<file path="config.mk">
export PLATFORM = sky130hd
export DESIGN_NAME = channel_affine_sram
export DESIGN_NICKNAME = d
export VERILOG_FILES = /design/src/rtl/channel_pkg.sv /design/src/rtl/channel_affine_alu.sv /design/src/rtl/channel_affine_sram.sv
export SDC_FILE = /design/constraint.sdc
export NUM_CORES = 1
export LEC_CHECK = 0
export BUFFER_PORTS_ARGS = -buffer_cell sky130_fd_sc_hd__buf_2
export CAP_MARGIN = 0
export CORE_ASPECT_RATIO = 0.5
export CORE_UTILIZATION = 51
export CTS_CLUSTER_DIAMETER = 40
export DETAILED_ROUTE_END_ITERATION = 10
export PLACE_DENSITY = 0.74
export SLEW_MARGIN = 20
export SYNTH_ARGS = -nofsm -noshare
export SYNTH_HDL_FRONTEND = slang
export SYNTH_HIERARCHICAL = 1
export SYNTH_SLANG_ARGS = --single-unit
</file>
<file path="constraint.sdc">
create_clock -name clk -period 22.2 [get_ports clk]
set_clock_uncertainty 0.1 [all_clocks]
set_input_delay 1.11 -clock clk [delete_from_list [all_inputs] [get_ports clk]]
set_output_delay 1.11 -clock clk [all_outputs]
set_load 0.03 [all_outputs]
</file>
<file path="src/rtl/channel_pkg.sv">
// Shared state type, default geometry and pixel clamp for the channel
// affine SRAM engine.
package channel_pkg;

    localparam int NCH_DEF    = 3;
    localparam int PIX_W_DEF  = 8;
    localparam int ADDR_W_DEF = 20;
    localparam int GAIN_W_DEF = 12;
    localparam int FRAC_W_DEF = 8;
    localparam int DIM_W      = 10;
    localparam int WORD_W     = 16;
    localparam int SUM_W      = 32;

    typedef enum logic [2:0] {
        IDLE,
        READ,
        WAIT,
        CALC,
        WRITE,
        DONE
    } chan_state_t;

    function automatic int clamp_pix(
        input int v,
        input int pix_w
    );
        int hi;
        hi = (1 << pix_w) - 1;
        if (v < 0) begin
            return 0;
        end
        if (v > hi) begin
            return hi;
        end
        return v;
    endfunction

endpackage

</file>
<file path="src/rtl/channel_affine_alu.sv">
// Per-word affine transfer: (in - mean_s) * gain, rounded, plus mean_t,
// clamped to the pixel range and registered when i_en is high.
module channel_affine_alu
    import channel_pkg::*;
#(
    parameter int PIX_W  = PIX_W_DEF,
    parameter int GAIN_W = GAIN_W_DEF,
    parameter int FRAC_W = FRAC_W_DEF
) (
    input  logic              clk,
    input  logic              i_rst,
    input  logic              i_en,
    input  logic [PIX_W-1:0]  i_pix,
    input  logic [PIX_W-1:0]  i_mean_s,
    input  logic [PIX_W-1:0]  i_mean_t,
    input  logic [GAIN_W-1:0] i_gain,
    output logic [PIX_W-1:0]  o_res
);

    localparam int PW  = PIX_W + GAIN_W + 2;
    localparam int RND = 1 << (FRAC_W - 1);

    logic signed [PIX_W:0]  d;
    logic signed [GAIN_W:0] g_s;
    logic signed [PIX_W:0]  mt_s;
    logic signed [PW-1:0]   p;
    logic signed [PW-1:0]   r;
    logic [PIX_W-1:0]       res_d;

    assign d    = $signed({1'b0, i_pix}) - $signed({1'b0, i_mean_s});
    assign g_s  = $signed({1'b0, i_gain});
    assign mt_s = $signed({1'b0, i_mean_t});

    // p stays wide enough for the full signed product plus rounding
    assign p = PW'(d) * PW'(g_s) + PW'(RND);
    assign r = (p >>> FRAC_W) + PW'(mt_s);

    assign res_d = PIX_W'(clamp_pix(int'(r), PIX_W));

    always_ff @(posedge clk or posedge i_rst) begin
        if (i_rst) begin
            o_res <= '0;
        end else if (i_en) begin
            o_res <= res_d;
        end
    end

endmodule

</file>
<file path="src/rtl/channel_affine_sram.sv">
// Channel-interleaved affine colour transfer over a single-port SRAM.
// Define CH_STATS_EN to enable per-channel output sum accumulators.
module channel_affine_sram
    import channel_pkg::*;
#(
    parameter int NCH    = NCH_DEF,
    parameter int PIX_W  = PIX_W_DEF,
    parameter int ADDR_W = ADDR_W_DEF,
    parameter int GAIN_W = GAIN_W_DEF,
    parameter int FRAC_W = FRAC_W_DEF
) (
    input  logic                  clk,
    input  logic                  i_rst,
    input  logic                  i_start,
    input  logic                  i_abort,
    input  logic [DIM_W-1:0]      i_cols,
    input  logic [DIM_W-1:0]      i_rows,
    input  logic [ADDR_W-1:0]     i_src_base,
    input  logic [ADDR_W-1:0]     i_dst_base,
    input  logic [NCH*PIX_W-1:0]  i_mean_s,
    input  logic [NCH*PIX_W-1:0]  i_mean_t,
    input  logic [NCH*GAIN_W-1:0] i_gain,
    output logic [ADDR_W-1:0]     o_sram_addr,
    output logic                  o_sram_oe_n,
    output logic                  o_sram_we_n,
    output logic [WORD_W-1:0]     o_sram_wdata,
    output logic                  o_sram_dq_oe,
    input  logic [WORD_W-1:0]     i_sram_rdata,
    output logic                  o_busy,
    output logic                  o_done,
    output logic [NCH*SUM_W-1:0]  o_ch_sum
);

    localparam int CH_W = (NCH > 1) ? $clog2(NCH) : 1;

    chan_state_t state_q;
    chan_state_t state_d;

    logic [DIM_W-1:0]  cols_q;
    logic [DIM_W-1:0]  rows_q;
    logic [ADDR_W-1:0] src_q;
    logic [ADDR_W-1:0] dst_q;
    logic [PIX_W-1:0]  ms_q [NCH];
    logic [PIX_W-1:0]  mt_q [NCH];
    logic [GAIN_W-1:0] g_q  [NCH];

    logic [CH_W-1:0]   ch_q;
    logic [DIM_W-1:0]  col_q;
    logic [DIM_W-1:0]  row_q;
    logic [ADDR_W-1:0] word_q;

    logic              dims_zero;
    logic              start_ok;
    logic              wr_fire;
    logic              ch_last;
    logic              col_last;
    logic              row_last;
    logic              last_word;
    logic [ADDR_W-1:0] src_addr;
    logic [ADDR_W-1:0] dst_addr;
    logic [PIX_W-1:0]  alu_res;
    logic              unused_rdata;

    assign unused_rdata = ^i_sram_rdata[WORD_W-1:PIX_W];

    assign dims_zero = (i_cols == '0) || (i_rows == '0);
    assign start_ok  = (state_q == IDLE) && i_start;
    assign wr_fire   = (state_q == WRITE) && !i_abort;

    assign ch_last   = ch_q == CH_W'(NCH - 1);
    assign col_last  = col_q == (cols_q - DIM_W'(1));
    assign row_last  = row_q == (rows_q - DIM_W'(1));
    assign last_word = ch_last && col_last && row_last;

    // word_q walks base + pix*NCH + ch directly
    assign src_addr = src_q + word_q;
    assign dst_addr = dst_q + word_q;

    always_ff @(posedge clk or posedge i_rst) begin
        if (i_rst) begin
            state_q <= IDLE;
        end else begin
            state_q <= state_d;
        end
    end

    always_comb begin
        state_d      = state_q;
        o_sram_addr  = '0;
        o_sram_oe_n  = 1'b1;
        o_sram_we_n  = 1'b1;
        o_sram_dq_oe = 1'b0;
        o_sram_wdata = '0;
        o_done       = 1'b0;
        o_busy       = (state_q != IDLE);
        unique case (state_q)
            IDLE: begin
                if (i_start) begin
                    state_d = dims_zero ? DONE : READ;
                end
            end
            READ: begin
                o_sram_addr = src_addr;
                o_sram_oe_n = 1'b0;
                state_d     = WAIT;
            end
            WAIT: begin
                o_sram_addr = src_addr;
                state_d     = CALC;
            end
            CALC: begin
                o_sram_addr = dst_addr;
                state_d     = WRITE;
            end
            WRITE: begin
                o_sram_addr  = dst_addr;
                o_sram_wdata = WORD_W'(alu_res);
                o_sram_we_n  = 1'b0;
                o_sram_dq_oe = 1'b1;
                state_d      = last_word ? DONE : READ;
            end
            DONE: begin
                o_done  = 1'b1;
                state_d = IDLE;
            end
            default: begin
                state_d = IDLE;
            end
        endcase
        // abort wins over any strobe issued this cycle
        if (i_abort && (state_q != IDLE)) begin
            state_d      = IDLE;
            o_sram_oe_n  = 1'b1;
            o_sram_we_n  = 1'b1;
            o_sram_dq_oe = 1'b0;
            o_done       = 1'b0;
        end
    end

    always_ff @(posedge clk or posedge i_rst) begin
        if (i_rst) begin
            cols_q <= '0;
            rows_q <= '0;
            src_q  <= '0;
            dst_q  <= '0;
            for (int c = 0; c < NCH; c++) begin
                ms_q[c] <= '0;
                mt_q[c] <= '0;
                g_q[c]  <= '0;
            end
            ch_q   <= '0;
            col_q  <= '0;
            row_q  <= '0;
            word_q <= '0;
        end else if (start_ok) begin
            cols_q <= i_cols;
            rows_q <= i_rows;
            src_q  <= i_src_base;
            dst_q  <= i_dst_base;
            for (int c = 0; c < NCH; c++) begin
                ms_q[c] <= i_mean_s[c*PIX_W +: PIX_W];
                mt_q[c] <= i_mean_t[c*PIX_W +: PIX_W];
                g_q[c]  <= i_gain[c*GAIN_W +: GAIN_W];
            end
            ch_q   <= '0;
            col_q  <= '0;
            row_q  <= '0;
            word_q <= '0;
        end else if (wr_fire) begin
            word_q <= word_q + ADDR_W'(1);
            if (ch_last) begin
                ch_q <= '0;
                if (col_last) begin
                    col_q <= '0;
                    row_q <= row_q + DIM_W'(1);
                end else begin
                    col_q <= col_q + DIM_W'(1);
                end
            end else begin
                ch_q <= ch_q + CH_W'(1);
            end
        end
    end

    channel_affine_alu #(
        .PIX_W  (PIX_W),
        .GAIN_W (GAIN_W),
        .FRAC_W (FRAC_W)
    ) u_alu (
        .clk      (clk),
        .i_rst    (i_rst),
        .i_en     (state_q == WAIT),
        .i_pix    (i_sram_rdata[PIX_W-1:0]),
        .i_mean_s (ms_q[ch_q]),
        .i_mean_t (mt_q[ch_q]),
        .i_gain   (g_q[ch_q]),
        .o_res    (alu_res)
    );

`ifdef CH_STATS_EN
    logic [SUM_W-1:0] sum_q [NCH];

    always_ff @(posedge clk or posedge i_rst) begin
        if (i_rst) begin
            for (int c = 0; c < NCH; c++) begin
                sum_q[c] <= '0;
            end
        end else if (start_ok) begin
            for (int c = 0; c < NCH; c++) begin
                sum_q[c] <= '0;
            end
        end else if (wr_fire) begin
            sum_q[ch_q] <= sum_q[ch_q] + SUM_W'(alu_res);
        end
    end

    for (genvar c = 0; c < NCH; c++) begin : g_sum
        assign o_ch_sum[c*SUM_W +: SUM_W] = sum_q[c];
    end
`else
    assign o_ch_sum = '0;
`endif

endmodule

</file>
==> results of run 1 <==
==> worst max-delay path, delay by kind of cell (launching register included) <==
family | cells | cell delay (ns)
xor gates and xnor gates | 2 | 0.31
AOI/OAI and AO/OA | 15 | 3.70
muxes | 1 | 0.14
DFF | 1 | 0.57
adders and majority gates | 8 | 3.49
buffers and inverters | 4 | 0.81
and+or+nand+nor | 9 | 1.34
==> per-stage QoR <==
| stage | setup WS [ns] | cell area, sq um |
|---|---|---|
| after floorplan | 12.51 | 16020 |
| after global placement | 11.94 | 16530 |
| after detailed placement | 11.72 | 16530 |
| after CTS | 11.68 | 17170 |
| after global routing | 10.98 | 17170 |
| final | 11.60 | 17170 |
==> routing by layer <==
metal / global-route usage [%] / wire (um) / share of wire (%) / up-vias
met4: 7.407 / 790 / 2.2 / 0
met1: 31.60 / 16370 / 45 / 6027
met3: 3.741 / 1425 / 3.9 / 49
met2: 39.11 / 17580 / 49 / 261
li1: - / - / - / 6149
met5: 0 / 0 / 0 / -
==> flip-flops by register name, summed over array words and instances, names as in the netlist <==
name,flops
ch_q,2
col_q,10
cols_q,10
dst_q,20
g_q,36
ms_q,24
mt_q,24
row_q,10
rows_q,10
src_q,20
state_q,3
u_alu/o_res,8
word_q,20
==> cells in the mapped netlist (3+ instances only) <==
cell type | count | area, sq um
a21o_1 | 18 | 135.1
o21ai_0 | 61 | 305.3
nor3b_1 | 3 | 22.52
a311oi_1 | 4 | 35.03
a31oi_1 | 6 | 37.54
xnor2_1 | 41 | 359.1
a211oi_1 | 14 | 105.1
o211ai_1 | 5 | 37.54
nor2b_1 | 10 | 62.56
dfrtp_1 | 197 | 4930
fa_1 | 74 | 1481
buf_4 | 104 | 780.8
nand3_1 | 33 | 165.2
and2_1 | 54 | 337.8
a21oi_1 | 50 | 250.2
clkbuf_1 | 70 | 262.8
buf_1 | 5 | 18.77
mux2i_1 | 36 | 360.4
a21boi_0 | 3 | 22.52
nand4_1 | 18 | 112.6
nand2b_1 | 32 | 200.2
or3_1 | 11 | 68.82
nor2_2 | 3 | 18.77
nor4_1 | 11 | 68.82
mux2_2 | 20 | 225.2
ha_1 | 97 | 1214
o21a_1 | 3 | 22.52
and3_1 | 22 | 137.6
xor2_1 | 42 | 367.9
nor3_1 | 20 | 100.1
nand3b_1 | 6 | 45.04
nor2_1 | 82 | 307.8
o22ai_1 | 4 | 25.02
or2_2 | 9 | 56.30
o21bai_1 | 5 | 37.54
a211o_1 | 3 | 26.28
nand2_1 | 533 | 2001
inv_1 | 91 | 341.6
==> worst paths after layout <==
check / cells after the start / slack [ns] / from / to
max: 39 / 11.60 / ch_q[1]$_DFFE_PP0P_ / u_alu/o_res[4]$_DFFE_PP0P_
min: 2 / 0.38 / src_q[15]$_DFFE_PP0P_ / src_q[15]$_DFFE_PP0P_
max reg2reg: 39 / 11.60 / ch_q[1]$_DFFE_PP0P_ / u_alu/o_res[4]$_DFFE_PP0P_
min reg2reg: 2 / 0.38 / src_q[15]$_DFFE_PP0P_ / src_q[15]$_DFFE_PP0P_
max in group asynchronous: 3 / 19.83 / i_rst / word_q[13]$_DFFE_PP0P_
min in group asynchronous: 2 / 0.55 / i_rst / u_alu/o_res[6]$_DFFE_PP0P_
==> cell families (layout without fill, tap and decap cells) <==
kind of cell | count (synthesis) | after routing | synth area share [%]
XOR/XNOR | 83 | 83 | 4.651
buffers and inverters | 274 | 331 | 9.173
AND/OR/NAND/NOR | 867 | 867 | 25.18
AO/OA/AOI/OAI | 203 | 203 | 8.357
adder cells (fa/ha/maj) | 171 | 171 | 17.24
multiplexers | 57 | 57 | 3.834
other | 1 | 104 | 0.02399
flip-flops | 197 | 197 | 31.54
==> area by class of cell <==
class                   instances  share of cell area [%]
clock buffers                  19                   2.638
clock inverters                13                   1.115
inverters                      92                   2.084
multi-input cells            1485                   56.29
flip-flops and latches        197                   28.71
well taps                     391                   2.849
repair buffers                207                   6.310
==> impl_results.md, run 1 <==
* Wire length per cell at around 15 um
* Placed cell count at about 2.4k
* Syn Area/Cell at around 8.4 sq um
* Post-CTS setup buffer count at 0
* DIE HEIGHT at between 100 and 150 um
* Via count at between 10k and 15k
* Initial core utilization at 52.87%
* N_diodes at 0
* TritonCTS clock tree: yes
* Drt via density at 5.194
* Slowest CP cell: a211oi_1
* Fillers at around 2.7k
* Synth Register Bits at around 200
* Final cell count without fillers at 2,404
* Register area share after synthesis at a little under a third
* Number of synthesized flops with an enable pin at 0
* Die area at between 30,000 and 40,000 sq um
* Outcome: completed
* Worst min path class: reg -> reg
* DR pass1 iterations at 5
* Most used DFF post-synth: dfrtp_1
* DR iter-0 viols at roughly 670
* Drt total wl at approximately 36,000 um
* Core area at a little under 30,000 sq um
* Hold-fix buffer count after cts at 0
* Fin crit share at ~48%
* RSZ-0062 raised after global routing: no
* Largest net degree at the start of global routing at roughly 120
* Share of cells above drive strength 1 at 14.61%
* Later-pin clock latency in the skew report at 0.45 ns
* Antenna violations before repair at 0
* Clk root buf: clkbuf_16
* Kind of critical path: reg -> reg
* Setup TNS at 0 ns
* Post-route ant nets at 0
* CP arrival at 10.81 ns
* Min Hold Slack at about 0.38 ns
* Tightest Pin Transition at 1.099 ns
* Die W at 249.6 um
* Final min period at roughly 11 ns
* Port bufs at 188
* Number of global-route vias before repair at about 12k
* CTS Buf Count at 17
* Startpoint Class: register
* Rows at 44
* Max Fclk at between 90 and 100 MHz
* Clock-pin transition on the worst setup and hold timing paths at 0.07 ns
* Global Route Usage Sum at 23.48%
* Worst setup EP type: register
* I/O pins at between 300 and 400
* Final Setup Violations at 0
* Worst-case clock buffer depth at 2
* First-pass GRT wire length at approximately 59,000 um
* H-tree depth at 4
* Synth Instances at between 1.5k and 2k
* Multi-input logic area at between 9000 and 10,000 sq um
* Most common cell after layout, fill and taps aside: nand2_1
* Post-synth ARST share at between 90% and 100%
* Synth warn at 6
* Total congestion overflow at 0
* Synthesized area at approximately 16,000 sq um
* Core Util, Final at ~58%
* Layout area overhead at 9.861%
* # clock sinks at 197
* Placer Congestion at between 0.8 and 0.9
* Worst-path maximum fanout at 26
* Most frequent cells in the layout: nand2_1, dfrtp_1, buf_2
* DRC Markers at 0
* FF/Latch Area at between 4000 and 5000 sq um
* Total Nets Final at 2,335
* Unique cell type count in the Yosys netlist at roughly 80
* WP data required at between 20 and 25 ns
* Crit path largest cell delay at 0.85 ns
* Slew Viols, Final at 0
* DPL Wire Length at 26,930 um
* Max Cap Viol at 0
* Max-Slew Margin vs Limit at between 20% and 30%
* CTS resizes at 0
* Final-report hold violation count at 0
Power of run 1 is left out: the tool's default activity adds up to more than one toggle a clock period on the data nets, which glitch-free logic cannot reach.
==> inputs of run 2 (changes only) <==
--- a/config.mk
+++ b/config.mk
@@ -5,6 +5,7 @@
 export SDC_FILE = /design/constraint.sdc
 export NUM_CORES = 1
 export LEC_CHECK = 0
+export ABC_AREA = 1
 export BUFFER_PORTS_ARGS = -buffer_cell sky130_fd_sc_hd__buf_2
 export CAP_MARGIN = 0
 export CORE_ASPECT_RATIO = 0.5
==> constraint.sdc (replaced) <==
create_clock -name clk -period 11.1 [get_ports clk]
set_clock_uncertainty 0.1 [all_clocks]
set_input_delay 0.555 -clock clk [delete_from_list [all_inputs] [get_ports clk]]
set_output_delay 0.555 -clock clk [all_outputs]
set_load 0.03 [all_outputs]
==> impl_results.md, run 2 <==
* Global Route Usage Sum at 24.88%
* Post-CTS setup buffer count at 0
* Most common cell in the netlist: nand2_1
* Layout area overhead at 9.143%
* Top cells by instance count after synthesis: nand2_1, inv_1, o21ai_0
* WP data required at 11.34 ns
* Worst-path maximum fanout at 14
* Most frequent cells in the layout: nand2_1, inv_1, o21ai_0
* Final cell count without fillers at approximately 2.8k
* Post-synth top area cell: dfrtp_1
* Area contributors post-synth: dfrtp_1, nand2_1, fa_1, ha_1, inv_1
* Port bufs at approximately 190
* Core area at approximately 31,000 sq um
* Via count at 14.03k
* Max Fclk at 108.7 MHz
* Core Util, Final at 57.51%
* Worst setup EP type: register
* Kind of critical path: reg -> reg
* CP most frequent cell: inv_1
* Die W at around 250 um
* Antenna violations before repair at 3
* Largest net degree at the start of global routing at approximately 150
* CTS resizes at 0
* Syn Area/Cell at 7.377 sq um
* Synth Register Bits at between 150 and 200
* First-pass GRT wire length at between 60,000 and 70,000 um
* Share of cells above drive strength 1 at between 10% and 20%
* Total congestion overflow at 0
* Total Nets Final at roughly 2.7k
* Met3 GRT Util at about 3.6%
* Met1 Use GR at about a third
* Unique cell type count in the Yosys netlist at 51
* Number of global-route vias before repair at between 10k and 15k
* Synthesized area at roughly 16,000 sq um
* # clock sinks at between 150 and 200
* Final min period at around 9.2 ns
* Largest regs: g_q x36, ms_q x24, mt_q x24
* Post-route ant nets at 0
* Post-synth ARST share at 100.0%
* RSZ-0062 raised after global routing: no
* Drt total wl at 39,660 um
* DPL Wire Length at around 31,000 um
* Crit path largest cell delay at between 0.6 and 0.7 ns
* Max reg flops at 36
* Final-report hold violation count at 0
* Reg with most FFs: g_q
* CP arrival at ~9.4 ns
* DIE HEIGHT at about 130 um
* Clk root buf: clkbuf_16
* Max Cap Viol at 0
* Number of synthesized flops with an enable pin at 0
* Synth Instances at between 2k and 2.5k
* DRC Markers at 0
* Startpoint Class: register
* Most common cell after layout, fill and taps aside: nand2_1
* Worst min path class: in -> reg
* Drt via density at between 5 and 6
* Placer Congestion at 0.9209
* Rows at 45
* Most used DFF post-synth: dfrtp_1
* I/O pins at about 300
* DR iter-0 viols at roughly 1.1k
* Worst-case clock buffer depth at 2
* Yosys top cell area share at a little under a third
* Initial core utilization at a little over half
* Wire length per cell at 14.17 um
* Outcome: completed
* Met2 Use GR at 42.35%
* Synth warn at 6
* Max-Slew Margin vs Limit at ~25%
* Slew Viols, Final at 0
* TritonCTS clock tree: yes
* Placed cell count at approximately 2.8k
* Setup TNS at 0 ns
* Fin crit share at about 83%
* CTS Buf Count at 17
* Die area at 32,640 sq um
* DR pass1 iterations at 5
* Clock-pin transition on the worst setup and hold timing paths at approximately 0.070 ns
* Most Used Layer, Global Route: met2
* H-tree depth at 4
* Later-pin clock latency in the skew report at 0.45 ns
* Final Setup Violations at 0
* Tightest Pin Transition at 1.114 ns
* Register area share after synthesis at roughly 30%
* Slowest CP cell: o21ai_0
[run 2: cell count changes after synthesis, sizes merged, moves of 22 or more]
cell	delta
o21ai	+143
nor2	+97
a21oi	+46
nand2	+106
nand3	+57
buf	+22
inv	+207
mux2i	-37
nand2b	-32
xnor2	-23
and2	-52
clkbuf	-39
[run 2: kinds of logic (layout without fill, tap and decap cells)]
kind of cell / after synthesis / after routing / synth area share (%)
AO/OA/AOI/OAI: 333 / 333 / 10.80
XOR/XNOR: 57 / 57 / 3.155
adder cells (fa/ha/maj): 171 / 171 / 16.58
buffers and inverters: 464 / 530 / 13.37
flip-flops: 197 / 197 / 30.32
other: 1 / 107 / 0.02307
AND/OR/NAND/NOR: 981 / 981 / 25.75
[run 2: layout make-up]
cell class	count	area, sq um
Antenna cell	3	7.507
Clock buffer	20	446.7
Clock inverter	12	123.9
Fill cell	3050	13110
Inverter	299	1135
Multi-Input combinational cell	1646	9547
Sequential cell	197	4930
Tap cell	423	529.3
Timing Repair Buffer	199	1026
[run 2: worst paths after layout]
| check | start | end | slack (ns) | cells past startpoint |
|---|---|---|---|---|
| min in group asynchronous | i_rst | u_alu/o_res[2]$_DFFE_PP0P_ | 0.55 | 3 |
| min | i_mean_s[11] | ms_q[11]$_DFFE_PP0P_ | 0.20 | 3 |
| max reg2reg | ch_q[1]$_DFFE_PP0P_ | u_alu/o_res[0]$_DFFE_PP0P_ | 1.90 | 43 |
| max | ch_q[1]$_DFFE_PP0P_ | u_alu/o_res[0]$_DFFE_PP0P_ | 1.90 | 43 |
| min reg2reg | g_q[17]$_DFFE_PP0P_ | g_q[17]$_DFFE_PP0P_ | 0.38 | 2 |
| max in group asynchronous | i_rst | g_q[29]$_DFFE_PP0P_ | 8.72 | 4 |
[run 2: per-stage QoR]
stage          cell area [sq um]  hold slack, ns  setup WS, ns
3_5_place_dp               17160          0.3597         1.962
3_3_place_gp               17160          0.3560         2.019
2_1_floorplan              16640          0.2707         3.198
5_1_grt                    17740          0.1801         1.052
4_1_cts                    17740          0.1764         1.934
6_report                   17740          0.1967         1.900
[run 2: layer usage]
metal  vias up  wire length, um  part of all wire [%]
met5         -                0                     0
li1       7058                -                     -
met4         0              503                   1.3
met3        38             1491                   3.8
met2       318            19390                    49
met1      6613            18270                    46
[run 2: worst max-delay path: cells and delay by family (launching register included)]
| kind | cells | cell delay [ns] |
|---|---|---|
| AOI/OAI and AO/OA | 6 | 1.33 |
| xor gates and xnor gates | 1 | 0.21 |
| adders and majority gates | 8 | 3.59 |
| buffers and inverters | 10 | 1.12 |
| DFF | 1 | 0.35 |
| and+or+nand+nor | 18 | 2.41 |
[run 2: repair_timing]
| action | CTS | global route |
|---|---|---|
| hold buffers | 1 | 0 |
| hold endpoints to repair | 8 | 0 |
| endpoints found under the setup margin | 0 | 0 |
Power of run 2 is left out for the same reason.
